===== config.mk =====
export PLATFORM = sky130hd
export DESIGN_NAME = fifo_sync_flags
export DESIGN_NICKNAME = d
export VERILOG_FILES = /design/src/rtl/fifo_pkg.sv /design/src/rtl/fifo_mem_dp.sv /design/src/rtl/fifo_sync_flags.sv
export SDC_FILE = /design/constraint.sdc
export NUM_CORES = 1
export LEC_CHECK = 0
export ABC_AREA = 0
export BUFFER_PORTS_ARGS = -buffer_cell sky130_fd_sc_hd__buf_2
export CAP_MARGIN = 20
export CORE_ASPECT_RATIO = 1.4
export CORE_UTILIZATION = 40
export CTS_CLUSTER_SIZE = 30
export DETAILED_ROUTE_END_ITERATION = 12
export PLACE_DENSITY = 0.54
export SYNTH_ARGS = -nofsm -noshare
export SYNTH_HDL_FRONTEND = slang
export SYNTH_SLANG_ARGS = --single-unit

===== constraint.sdc =====
create_clock -name clk -period 2.7 [get_ports clk]
set_input_delay 0.135 -clock clk [delete_from_list [all_inputs] [get_ports clk]]
set_output_delay 0.135 -clock clk [all_outputs]
set_load 0.02 [all_outputs]

===== src/rtl/fifo_pkg.sv =====
// rtl/fifo_pkg.sv - shared defaults and elaboration-time geometry/threshold checks for fifo_sync_flags
package fifo_pkg;

  localparam int DEF_WIDTH = 8;
  localparam int DEF_DEPTH = 16;
  localparam int DEF_ADDR  = 4;
  localparam int DEF_AF_TH = 14;
  localparam int DEF_AE_TH = 2;

  function automatic int clog2(input int value);
    int r;
    r = 0;
    while ((1 << r) < value) r = r + 1;
    return r;
  endfunction

  function automatic bit depth_ok(input int depth, input int addr);
    return (depth >= 4) && ((1 << addr) == depth) && (clog2(depth) == addr);
  endfunction

  function automatic bit thresholds_ok(input int depth, input int af_th, input int ae_th);
    return (af_th >= 1) && (af_th <= depth) && (ae_th >= 0) && (ae_th <= depth - 1);
  endfunction

endpackage


===== src/rtl/fifo_mem_dp.sv =====
// rtl/fifo_mem_dp.sv - dual-port RAM, registered write, registered or asynchronous read port
module fifo_mem_dp #(
  parameter int WIDTH    = 8,
  parameter int ADDR     = 4,
  parameter bit ASYNC_RD = 1'b0
) (
  input  logic             clk,
  input  logic             rst,
  input  logic             we,
  input  logic [ADDR-1:0]  waddr,
  input  logic [WIDTH-1:0] wdata,
  input  logic             re,
  input  logic [ADDR-1:0]  raddr,
  output logic [WIDTH-1:0] rdata
);

  logic [WIDTH-1:0] mem [0:(1<<ADDR)-1];

  always_ff @(posedge clk) begin
    if (we) mem[waddr] <= wdata;
  end

  generate
    if (ASYNC_RD) begin : g_async_rd
      assign rdata = mem[raddr];
    end else begin : g_sync_rd
      logic [WIDTH-1:0] rdata_q;
      // Non-blocking read returns the old word when a write hits the same slot.
      always_ff @(posedge clk or negedge rst) begin
        if (!rst)    rdata_q <= '0;
        else if (re) rdata_q <= mem[raddr];
      end
      assign rdata = rdata_q;
    end
  endgenerate

endmodule


===== src/rtl/fifo_sync_flags.sv =====
// rtl/fifo_sync_flags.sv - parametrised sync FIFO with registered flags, count, sticky errors; FIFO_SYNC_FWFT_EN selects fall-through reads
module fifo_sync_flags
  import fifo_pkg::*;
#(
  parameter int MEMORY_WIDTH    = DEF_WIDTH,
  parameter int MEMORY_DEPTH    = DEF_DEPTH,
  parameter int ADDRESS_SIZE    = DEF_ADDR,
  parameter int ALMOST_FULL_TH  = DEF_AF_TH,
  parameter int ALMOST_EMPTY_TH = DEF_AE_TH
) (
  input  logic                    clk,
  input  logic                    rst,
  input  logic                    w_en,
  input  logic [MEMORY_WIDTH-1:0] wdata,
  input  logic                    r_en,
  output logic [MEMORY_WIDTH-1:0] rdata,
  output logic                    rvalid,
  output logic                    full,
  output logic                    empty,
  output logic                    almost_full,
  output logic                    almost_empty,
  output logic [ADDRESS_SIZE:0]   count,
  output logic                    overflow,
  output logic                    underflow,
  input  logic                    clr_err
);

  generate
    if (!depth_ok(MEMORY_DEPTH, ADDRESS_SIZE)) begin : g_bad_geometry
      $error("fifo_sync_flags: MEMORY_DEPTH must be a power of two >= 4 and ADDRESS_SIZE its log2");
    end
    if (!thresholds_ok(MEMORY_DEPTH, ALMOST_FULL_TH, ALMOST_EMPTY_TH)) begin : g_bad_thresholds
      $error("fifo_sync_flags: almost_full/almost_empty threshold out of range");
    end
  endgenerate

`ifdef FIFO_SYNC_FWFT_EN
  localparam bit FWFT = 1'b1;
`else
  localparam bit FWFT = 1'b0;
`endif

  localparam logic [ADDRESS_SIZE:0] DEPTH_C = MEMORY_DEPTH[ADDRESS_SIZE:0];
  localparam logic [ADDRESS_SIZE:0] AF_C    = ALMOST_FULL_TH[ADDRESS_SIZE:0];
  localparam logic [ADDRESS_SIZE:0] AE_C    = ALMOST_EMPTY_TH[ADDRESS_SIZE:0];
  localparam logic [ADDRESS_SIZE:0] ONE_C   = {{ADDRESS_SIZE{1'b0}}, 1'b1};

  logic [ADDRESS_SIZE:0] wr_ptr_q, rd_ptr_q, count_q, count_d;
  logic full_q, empty_q, af_q, ae_q, rvalid_q, ovf_q, udf_q, ovf_d, udf_d;
  logic wr_acc, rd_acc;
  logic [MEMORY_WIDTH-1:0] mem_rdata;

  assign rd_acc = r_en & ~empty_q;
  assign wr_acc = w_en & (~full_q | rd_acc);

  always_comb begin
    count_d = count_q;
    case ({wr_acc, rd_acc})
      2'b10:   count_d = count_q + ONE_C;
      2'b01:   count_d = count_q - ONE_C;
      default: count_d = count_q;
    endcase
  end

  // Sticky errors: a new set condition beats a simultaneous clear.
  assign ovf_d = (w_en & ~wr_acc) | (ovf_q & ~clr_err);
  assign udf_d = (r_en & empty_q) | (udf_q & ~clr_err);

  always_ff @(posedge clk or negedge rst) begin
    if (!rst) begin
      wr_ptr_q <= '0;
      rd_ptr_q <= '0;
      count_q  <= '0;
      full_q   <= 1'b0;
      empty_q  <= 1'b1;
      af_q     <= 1'b0;
      ae_q     <= 1'b1;
      rvalid_q <= 1'b0;
      ovf_q    <= 1'b0;
      udf_q    <= 1'b0;
    end else begin
      if (wr_acc) wr_ptr_q <= wr_ptr_q + ONE_C;
      if (rd_acc) rd_ptr_q <= rd_ptr_q + ONE_C;
      count_q  <= count_d;
      full_q   <= (count_d == DEPTH_C);
      empty_q  <= (count_d == '0);
      af_q     <= (count_d >= AF_C);
      ae_q     <= (count_d <= AE_C);
      rvalid_q <= FWFT ? (count_d != '0) : rd_acc;
      ovf_q    <= ovf_d;
      udf_q    <= udf_d;
    end
  end

  fifo_mem_dp #(
    .WIDTH    (MEMORY_WIDTH),
    .ADDR     (ADDRESS_SIZE),
    .ASYNC_RD (FWFT)
  ) u_mem (
    .clk   (clk),
    .rst   (rst),
    .we    (wr_acc),
    .waddr (wr_ptr_q[ADDRESS_SIZE-1:0]),
    .wdata (wdata),
    .re    (rd_acc),
    .raddr (rd_ptr_q[ADDRESS_SIZE-1:0]),
    .rdata (mem_rdata)
  );

  // In fall-through mode the head is masked while empty so reset/empty show zero.
  assign rdata        = (FWFT && !rvalid_q) ? '0 : mem_rdata;
  assign rvalid       = rvalid_q;
  assign full         = full_q;
  assign empty        = empty_q;
  assign almost_full  = af_q;
  assign almost_empty = ae_q;
  assign count        = count_q;
  assign overflow     = ovf_q;
  assign underflow    = udf_q;

endmodule


After elaboration in Yosys (flattened, before gate mapping)
Memories as Yosys holds them, arrays and structs flattened. A register that Yosys moved wholly into a read port is not among the register bits. Cells that the tools add are included.

Bits in writable memories: 128. Output and inout bits: 20. Memories kept: 1. Input port bits: 13. Word-level logic and storage cells: 38. Latch bits: 0. ROM bits: 0. Flip-flop bits (word level): 22.

Memories: u_mem.mem (depth 16, width 8, rd ports 1, clocked after memory_dff 1, wr ports 1, line fifo_mem_dp.sv:17) `logic [WIDTH-1:0] mem [0:(1<<ADDR)-1];`.

Equal/unequal tests: 3. Bitwise gates (word level): 13. Shifts and indexed selects: 0. Reductions and logical operators: 2. Mux-type cells: 3. Div/mod/pow operators: 0. Add/subtract/negate cells: 4. $mul: 0. Magnitude comparators: 2.

Operators with widths (count): 5-bit by 1-bit adder with 5-bit output, second input constant (3); 5-bit case mux with 2 select lines (1); 1-bit AND (6); 5-bit equality test, second input constant (1); 5-bit by 4-bit greater-or-equal comparator with 1-bit output, second input constant (1); 5-bit by 2-bit <= comparator with 1-bit output, second input constant (1); 5-bit zero test (1); 5-bit by 1-bit subtractor with 5-bit output, second input constant (1); 1-bit inverter (4); 1-bit OR (3); 2-bit by 1-bit equality test with 1-bit output, second input constant (1); 2-bit equality test, second input constant (1); 1-bit two-way mux (2); 1-bit zero test (1).

Longest topological paths before layout
Depth after elaboration: 7. Mapped depth: 12. Gate-level depth less buffers: 11.

Hierarchy
Synthesis repeated with hierarchy kept, for this count alone.

Cell total of the unflattened synthesis: 333. Area total of the unflattened synthesis: 6351.1 um^2.

By module, submodules not included: fifo_mem_dp (area an instance 5331.4 um^2, sequential area each 4043.9 um^2, instances 1, cells each 240); fifo_sync_flags (area an instance 1019.7 um^2, sequential area each 503.0 um^2, instances 1, cells each 93).

Worst setup path before layout
OpenSTA, ideal clock, no wires.

Path type: register -> register. Start: register empty_q, in the netlist empty. End: register ae_q, in the netlist almost_empty. Setup time: 0.099 ns. Period minus slack after synthesis: 2.832 ns. Path slack: -0.132 ns. Data required time: 2.601 ns. Path buffers: 1. Stages on the path, launching flop included: 13. Data arrival time: 2.733 ns. Cells stage by stage: dfstp_2 nand2b_1 a21boi_1 inv_1 ha_1 buf_6 xor2_1 ha_1 a21oi_1 mux2i_1 xor2_1 inv_1 a2111oi_4.

Word-level cells in the longest chain between the ends: 7. Elaborated cells between the ends (all ways): 8. Those cells by class: order compare: 1; eq/ne: 2; mux: 1; bitwise: 4.

RTL lines: from (decl) (line fifo_sync_flags.sv:49) `logic full_q, empty_q, af_q, ae_q, rvalid_q, ovf_q, udf_q, ovf_d, udf_d;`; from (signal assigned) (line fifo_sync_flags.sv:86) `empty_q <= (count_d == '0);`; 1-bit inverter (*) (line fifo_sync_flags.sv:53) `assign rd_acc = r_en & ~empty_q;`; 1-bit AND (*) (line fifo_sync_flags.sv:53); 1-bit OR (line fifo_sync_flags.sv:54) `assign wr_acc = w_en & (~full_q | rd_acc);`; 1-bit AND (line fifo_sync_flags.sv:54); 2-bit by 1-bit equality test with 1-bit output / 2-bit equality test (equally long branches) (line fifo_sync_flags.sv:58) `case ({wr_acc, rd_acc})`; 5-bit case mux with 2 select lines (*) (line fifo_sync_flags.sv:58); named net count_d[2] (line fifo_sync_flags.sv:48) `logic [ADDRESS_SIZE:0] wr_ptr_q, rd_ptr_q, count_q, count_d;`; 5-bit by 2-bit <= comparator with 1-bit output (*) (line fifo_sync_flags.sv:88) `ae_q <= (count_d <= AE_C);`; to (signal assigned) (line fifo_sync_flags.sv:88); to (decl) (line fifo_sync_flags.sv:49).

The timed path passes the listed nets; every way through them passes the cells marked *. A chain may end at the register's enable or synchronous reset.

Final worst setup path
Start: register empty_q, in the netlist empty. End: register af_q, in the netlist almost_full.

Word-level cells in the longest chain between the ends: 7. Elaborated cells between the ends (all ways): 8. Those cells by class: order compare: 1; eq/ne: 2; mux: 1; bitwise: 4.

RTL lines: 1-bit inverter (*) (line fifo_sync_flags.sv:53); 1-bit AND (*) (line fifo_sync_flags.sv:53); 1-bit OR (line fifo_sync_flags.sv:54); 1-bit AND (line fifo_sync_flags.sv:54); 2-bit by 1-bit equality test with 1-bit output / 2-bit equality test (equally long branches) (line fifo_sync_flags.sv:58); 5-bit case mux with 2 select lines (*) (line fifo_sync_flags.sv:58); named net count_d[4] (line fifo_sync_flags.sv:48); 5-bit by 4-bit greater-or-equal comparator with 1-bit output (*) (line fifo_sync_flags.sv:87) `af_q <= (count_d >= AF_C);`; to (signal assigned) (line fifo_sync_flags.sv:87); to (decl) (line fifo_sync_flags.sv:49).

Marks and branches as above.

==> results_dict.tcl <==
set metrics [dict create \
    status "completed" \
    pre_cts_slack_ns 0.178 \
    grt_pass1_vias 3423 \
    final.min_clock_period_ns 2.49 \
    port_buffers 32 \
    synthDistinctLibCells 45 \
    yosysTopAreaCell "edfxtp_1" \
    finalNetCount 450 \
    synthMuxAreaShare 0.123 \
    dp_cells 601 \
    ys.flop_type "edfxtp_1" \
    yosysWarningCount 0 \
    drive_gt1_frac 0.317 \
    finalSetupViolCount 0 \
    rsz0062_at_grt "no" \
    overflow 0 \
    synth-adder-area-share 0.0177 \
    die_h_um 151 \
    gp_congestion 0.788 \
    synth_top_cell_area_share 0.605 \
    drt_first_pass_iters 4 \
    ios 33 \
    viasPerCell 5.35 \
    min_period_over_period 0.923 \
    hold_viol_final 0 \
    antenna_found_initial 0 \
    max-slew-margin-rel 0.525 \
    end_kind "register" \
    syn_nets 385 \
    seq_area_frac_synth 0.716 \
    worst_path_most_repeated_cell "xor2_1" \
    worst_hold_slack_ns 0.0962 \
    vdd.ir_drop.worst_v 0.000524 \
    synth_edf_count 128 \
    path_max_fanout 6 \
    synth_xor_area_frac 0.0152 \
    synth_area_leaders "edfxtp_1 (61%), dfrtp_1 (10%), mux4_2 (9.2%)" \
    syn_area_per_cell_sq_um 17.5 \
    tightest_slew_ns 0.713 \
    maxSlewViolCount 0 \
    fin_skew_ns 0.00956 \
    cts_made_buffers 17 \
    synthCells 363 \
    post-route-util 0.485 \
    worstSkewPairLatency_ns 0.42 \
    fin_tns_setup_ns 0 \
    drc_errors 0 \
    cp_top_family "compound AO/OA/AOI/OAI gates" \
    synth_compound_area_frac 0.0493 \
    core_area_sq_um 15500 \
    wl_um 13300 \
    yosys.area_share.simple 0.0548 \
    async_flop_share 0.179 \
    syn-cell-area_sq_um 6350 \
    n_fill_cell 1347 \
    powerDensity_nw_per_um2 1110 \
    wl_per_cell_um 20.9 \
    cts_setup_buffers 0 \
    clkTransAtPathRegs_ns 0.06 \
    start_util 0.409 \
    grt_pass1_wl_um 20300 \
    max_cap_viol_count 0 \
    clockBufferDepth 2 \
    startpoint_type "register" \
    hp-class "input port to register" \
    leakage_nw 2.68 \
    numClockSinks 156 \
    rows 54 \
    die_x_um 108 \
    die-area_sq_um 16400 \
    cts_tree "built" \
    track_usage 0.178 \
    path_class "register to register" \
    ys_seq_elements 156 \
    area_growth_syn_to_layout_pct 18.6 \
    n_antenna_cell 0 \
    crit_required_ns 3.01 \
    fin_ws_ns 0.207 \
    vias 3406 \
    synth_top_family_by_area "multiplexers" \
    cp.arrival_ns 2.80 \
    cp.buffers_inverters 2 \
    ant_nets 0 \
    max_freq_mhz 401 \
    crit_chain "nand2b_4 > a21boi_2 > inv_1 > ha_2 > xor2_1 > ha_1 > nand2b_1 > a41oi_1 > a21oi_1 > xor2_1 > buf_4 > a31o_2" \
    instances_no_fill 637 \
    slowest_delay_ns 0.55 \
    cts-root-buf "clkbuf_16" \
    grt_start_max_net_pins 30 \
    critPathSlowestCell "dfstp_2" \
    cts_max_level 4 \
    dp_hpwl_um 8630 \
    detail_route.iter0.violations 169 \
]
==> repair_timing <==
| action | CTS | global route |
|---|---|---|
| hold buffers | 4 | 0 |
| gates resized for setup | 0 | 1 |
| endpoints found under the setup margin | 0 | 3 |
| endpoints found under the hold margin | 28 | 0 |
==> sequential cells by signal (all words and copies together), names as in the netlist <==
| name | cells |
|---|---|
| almost_empty | 1 |
| almost_full | 1 |
| count | 5 |
| empty | 1 |
| full | 1 |
| overflow | 1 |
| rd_ptr_q | 4 |
| rvalid | 1 |
| u_mem.mem | 128 |
| u_mem.rdata | 8 |
| underflow | 1 |
| wr_ptr_q | 4 |
==> layout make-up <==
cell class,count,area [sq um],share of cell area
well taps,196,245,0.0326
inverters,10,37.5,0.00498
clock inverters,14,193,0.0256
flip-flops and latches,156,4550,0.604
multi-input cells,178,1660,0.221
repair buffers,65,418,0.0555
clock buffers,18,429,0.0570
==> cell usage after synthesis, types with 2 or more instances <==
cell / instances
nand2_1: 16
nor2_1: 21
ha_1: 9
mux2_2: 11
mux2i_1: 7
nor3_1: 8
edfxtp_1: 128
a2111oi_0: 4
o22ai_1: 4
o21ai_1: 3
nor3b_1: 2
buf_2: 4
o21ai_0: 8
nand2b_1: 6
inv_1: 10
a21oi_1: 10
clkbuf_1: 5
nand4_1: 2
xor2_1: 4
nand3_1: 4
buf_6: 4
o22a_1: 2
buf_4: 3
dfrtp_1: 26
buf_1: 3
nor2b_1: 7
o311ai_1: 2
xnor2_1: 7
dfstp_2: 2
mux4_2: 26
==> worst paths after layout <==
| kind | from | slack (ns) | to | cells past startpoint |
|---|---|---|---|---|
| setup / recovery | empty | 0.21 | almost_full | 12 |
| max in group asynchronous | rst | 1.90 | rd_ptr_q[1] | 2 |
| hold reg to reg | u_mem.rdata[5] | 0.49 | u_mem.rdata[5] | 1 |
| min in group asynchronous | rst | 0.31 | wr_ptr_q[3] | 2 |
| hold / removal | wdata[2] | 0.1 | u_mem.mem[11][2] | 1 |
| setup reg to reg | empty | 0.21 | almost_full | 12 |
==> kinds of logic after synthesis <==
kind of cell / Yosys count
AND/OR/NAND/NOR: 70
XOR/XNOR: 11
flip-flops: 156
AO/OA/AOI/OAI: 44
multiplexers: 44
buffers and inverters: 29
adder cells (fa/ha/maj): 9
==> power breakdown <==
group	total (mW)	internal, mW	switching (mW)
registers	3.34	3.01	0.328
clock network	2.50	1.55	0.948
logic	2.55	1.15	1.40
==> layout by cell type, fill, tap and decap left out, types with 3 or more instances in the layout <==
| cell type | instances |
|---|---|
| nand2b_1 | 5 |
| mux2i_1 | 7 |
| nand3_1 | 4 |
| nand2_1 | 16 |
| nor2b_1 | 7 |
| o21ai_1 | 3 |
| a21oi_1 | 10 |
| o21ai_0 | 8 |
| clkbuf_16 | 17 |
| xnor2_1 | 7 |
| nor2_1 | 21 |
| clkinv_2 | 3 |
| mux2_2 | 11 |
| nor3_1 | 8 |
| ha_1 | 8 |
| mux4_2 | 26 |
| edfxtp_1 | 128 |
| bufinv_16 | 4 |
| o22ai_1 | 4 |
| xor2_1 | 4 |
| dlygate4sd3_1 | 4 |
| buf_2 | 32 |
| buf_4 | 29 |
| a2111oi_0 | 4 |
| dfrtp_1 | 25 |
| inv_1 | 10 |
==> layer usage <==
layer  share of wire  global-route usage
met5               0                   0
met1            0.42               0.215
met3           0.033              0.0452
met4           0.011              0.0534
met2            0.54               0.313
==> metrics by stage <==
stage	area, sq um	power (mW)
2_1_floorplan	6360	5.18
3_3_place_gp	6870	5.93
4_1_cts	7530	8.49
5_1_grt	7530	8.83
6_report	7530	8.39
3_5_place_dp	6870	5.97
Power figures use the tool's default switching activity.
